## src/rtl/sys_regfile_bank.sv

```systemverilog
// Parametrised register bank with registered read, streaming writes and clear sweep.
// Optional parity storage enabled by defining REGFILE_PARITY_EN.
module sys_regfile_bank #(
   parameter int DATA_W = 8,
   parameter int DEPTH  = 4,
   parameter int ADDR_W = 7,
   parameter int PTR_W  = $clog2(DEPTH)
) (
   input  logic              clk,
   input  logic              reset,
   input  logic              wr_en,
   input  logic [ADDR_W-1:0] wr_addr,
   input  logic [DATA_W-1:0] wr_data,
   input  logic              stream_en,
   input  logic              ptr_rst,
   input  logic              clr,
   input  logic [ADDR_W-1:0] rd_addr,
   output logic [DATA_W-1:0] rd_data,
   output logic              rd_perr,
   output logic [PTR_W-1:0]  ptr,
   output logic              busy,
   output logic              wr_err
);

   typedef enum logic {IDLE, CLEAR} state_t;

   localparam logic [PTR_W-1:0] LAST = PTR_W'(DEPTH - 1);

   state_t            state;
   logic [DATA_W-1:0] mem [DEPTH];
   logic [PTR_W-1:0]  cnt;

   logic             wr_in;
   logic             rd_in;
   logic             dir_we;
   logic             str_we;
   logic [PTR_W-1:0] wa;
   logic [PTR_W-1:0] ra;
   logic [PTR_W-1:0] ptr_nxt;

   // Full-width compares so high address bits never alias onto real entries
   assign wr_in   = 32'(wr_addr) < 32'(DEPTH);
   assign rd_in   = 32'(rd_addr) < 32'(DEPTH);
   assign dir_we  = wr_en & ~stream_en & ~busy & wr_in;
   assign str_we  = wr_en & stream_en & ~busy;
   assign wa      = stream_en ? ptr : wr_addr[PTR_W-1:0];
   assign ra      = rd_addr[PTR_W-1:0];
   assign ptr_nxt = (ptr == LAST) ? '0 : ptr + 1'b1;

   always_ff @(posedge clk or posedge reset) begin
      if (reset) begin
         state   <= IDLE;
         busy    <= 1'b0;
         cnt     <= '0;
         ptr     <= '0;
         wr_err  <= 1'b0;
         rd_data <= '0;
         for (int i = 0; i < DEPTH; i++) mem[i] <= '0;
      end else begin
         rd_data <= rd_in ? mem[ra] : '0;
         if (wr_en & (busy | (~stream_en & ~wr_in))) wr_err <= 1'b1;
         if (dir_we | str_we) mem[wa] <= wr_data;
         if (str_we) ptr <= ptr_nxt;
         if (ptr_rst) ptr <= '0;
         unique case (state)
            IDLE: begin
               if (clr) begin
                  state <= CLEAR;
                  busy  <= 1'b1;
                  cnt   <= '0;
               end
            end
            CLEAR: begin
               mem[cnt] <= '0;
               cnt      <= cnt + 1'b1;
               if (cnt == LAST) begin
                  state  <= IDLE;
                  busy   <= 1'b0;
                  ptr    <= '0;
                  wr_err <= 1'b0;
               end
            end
         endcase
      end
   end

`ifdef REGFILE_PARITY_EN
   logic par [DEPTH];

   // Even parity: stored bit equals XOR of the data bits
   always_ff @(posedge clk or posedge reset) begin
      if (reset) begin
         rd_perr <= 1'b0;
         for (int i = 0; i < DEPTH; i++) par[i] <= 1'b0;
      end else begin
         rd_perr <= rd_in ? (par[ra] ^ (^mem[ra])) : 1'b0;
         if (dir_we | str_we) par[wa] <= ^wr_data;
         if (state == CLEAR) par[cnt] <= 1'b0;
      end
   end
`else
   assign rd_perr = 1'b0;
`endif

endmodule
```

## config.mk

```make
export PLATFORM = sky130hd
export DESIGN_NAME = sys_regfile_bank
export DESIGN_NICKNAME = d
export VERILOG_FILES = /design/src/rtl/sys_regfile_bank.sv
export SDC_FILE = /design/constraint.sdc
export NUM_CORES = 1
export LEC_CHECK = 0
export ABC_AREA = 1
export BUFFER_PORTS_ARGS = -buffer_cell sky130_fd_sc_hd__buf_2
export CAP_MARGIN = 20
export CORE_MARGIN = 2
export CORE_UTILIZATION = 57
export DETAILED_ROUTE_END_ITERATION = 10
export HOLD_SLACK_MARGIN = 0.06
export PLACE_DENSITY = 0.8
export SLEW_MARGIN = 0
export SYNTH_ARGS = -nofsm -noshare
export SYNTH_HDL_FRONTEND = slang
export SYNTH_SLANG_ARGS = --single-unit
```

## constraint.sdc

```tcl
create_clock -name clk -period 1.9 [get_ports clk]
set_clock_uncertainty 0.1 [all_clocks]
set_input_delay 0.38 -clock clk [delete_from_list [all_inputs] [get_ports clk]]
set_output_delay 0.38 -clock clk [all_outputs]
set_load 0.1 [all_outputs]
```

==> metrics.yaml <==
synth:
  synth_nets: 429
  ys_seq_area_frac: 0.428
  synth_ff_type: "dfrtp_1"
  synth_edf_count: 0
  yosysTopAreaCell: "dfrtp_1"
  netlist-cell-type-count: 24
  synth_most_common_cell: "inv_1"
  ys_warn_count: 0
  synth_top_area_frac: 0.428
  ys_ff_latch: 47
  synthCells: 396
  synthTopCellsByCount: "inv_1, nand2_1, nor2_1"
  synth_area_um2: 2750
  avgSynthCellArea_um2: 6.94
  synth.area.top_cells: "dfrtp_1, inv_1, nand2_1"
  synthArstFlopShare: 1.00
final_layout:
  syn_to_final_growth_pct: 12.3
  nFillCells: 437
  seq_area_um2: 1180
  multi_input_area_um2: 1190
  diodes: 0
  final_nets: 469
  drive_above_1_share: 0.156
  fin_area_um2: 3080
clock_network:
  cts_made_buffers: 5
  post_cts_buffers: 0
  clock_latency_ns: 0.30
  htreeDepth: 2
  cts_sinks: 47
  cts-root-buf: "clkbuf_8"
  clk_pin_slew_ns: 0.08
  clockBufferDepth: 2
  cts_tree: "done"
setup_path:
  arrival_ns: 1.21
  worstPathMaxFanout: 5
  cp.buffers_inverters: 1
  slowest_delay_ns: 0.47
  cp_top_family: "buffers and inverters"
  path_cells: "buf_2"
  crit_type: "reg -> out"
  cp-start-kind: "register"
  crit_required_ns: 1.42
  cp-end-kind: "output pin"
  cpMaxStageDelayCell: "buf_2"
run_status:
  outcome: "complete, no violations"
pwr:
  leakagePower_nw: 1.83
  vdd_drop_max_uv: 806
  powerDensity_nw_per_um2: 1190
  p_total_mw: 3.66
grt:
  antenna_found_initial: 0
  grt_pass1_wl_mm: 10.5
  track_usage: 0.256
  grt_max_degree: 29
  grt_overflow_total: 0
  grt_pass1_vias: 2327
sta:
  rsz0062_at_grt: "no"
  setup_viol: 0
  maxSlewViolCount: 0
  period_share: 0.889
  finalHoldViolCount: 0
  min_period_ns: 1.69
  setup_tns_ns: 0
  fmax_ghz: 0.592
  holdWs_ns: 0.231
  layout_setup_ws_ns: 0.210
place:
  port_buffers: 39
  post-place-ws_ns: 0.248
  placed_area_um2: 2990
  gp_congestion: 0.908
  hpwl_mm: 4.51
floorplan:
  design.die.area_um2: 5390
  rows: 25
  ios: 41
  start_util: 0.585
  die_y_um: 73.4
  core_um2: 4690
  dieWidth_um: 73.4
detailed_routing:
  drtPass1Iterations: 5
  drc: 0
  postRouteAntennaNets: 0
  vias: 2473
  via_per_inst: 5.05
  wl_per_cell_um: 12.7
  wl_mm: 6.24
  drt-initial-drc-count: 198
hold_path:
  hold_path_class: "in -> reg"
flow_run:
  cap_violations: 0
==> cell usage in the layout (no fill, tap or decap), drive strengths merged <==
cell | Yosys | final
a21oi | 26 | 26
a22o | 1 | 1
buf | 7 | 42
clkbuf | 3 | 5
clkinv | 0 | 2
conb | 1 | 1
dfrtp | 47 | 47
dlygate4sd3 | 0 | 1
ha | 5 | 5
inv | 86 | 86
nand2 | 90 | 90
nand3 | 28 | 28
nor2 | 69 | 69
nor3 | 3 | 3
nor4 | 1 | 1
o21ai | 28 | 28
or2 | 1 | 1
==> metrics by stage <==
stage          instances   util
2_1_floorplan        396      -
3_3_place_gp         482  0.637
3_5_place_dp         482  0.637
4_1_cts              490  0.657
5_1_grt              490  0.657
6_report             490  0.657
==> what timing repair did <==
item | 4_1_cts | 5_1_grt
hold buffers | 1 | 0
hold endpoints to repair | 19 | 0
gates resized for setup | 0 | 0
==> final cells by class <==
| class | count | share of cell area |
|---|---|---|
| clock buffers | 5 | 0.0223 |
| clock inverters | 2 | 0.00446 |
| inverters | 86 | 0.105 |
| multi-input cells | 253 | 0.386 |
| flip-flops and latches | 47 | 0.382 |
| well taps | 54 | 0.0219 |
| repair buffers | 43 | 0.0779 |
==> cells by family after synthesis <==
group	synth area share
DFF	0.428
and+or+nand+nor	0.308
adders and majority gates	0.0228
other	0.00137
buffers and inverters	0.138
AOI/OAI and AO/OA	0.102
==> metal layers <==
metal	GRT usage	share of wire	vias up
met5	0	0	-
met4	0.0909	0.019	0
met3	0.0549	0.059	11
met2	0.420	0.48	92
met1	0.335	0.44	1107
li1	-	-	1263
==> where the power goes <==
group	total (mW)	switching, mW	internal [mW]
Combinational	1.57	1.09	0.474
Clock	0.584	0.332	0.252
Sequential	1.51	0.188	1.32
==> final timing paths <==
kind | to | startpoint | cells past startpoint | slack [ns]
max | busy | busy | 1 | 0.21
min | busy | clr | 3 | 0.23
max reg2reg | mem[20] | busy | 5 | 0.32
max in group asynchronous | ptr[1] | reset | 4 | 0.65
min in group asynchronous | mem[26] | reset | 3 | 0.53
min reg2reg | wr_err | wr_err | 2 | 0.41
==> registers in the layout, summed over array words and instances, names as in the netlist <==
register / flops
busy: 1
cnt: 2
mem: 32
ptr: 2
rd_data: 8
state: 1
wr_err: 1
(Power assumes the default switching activity.)
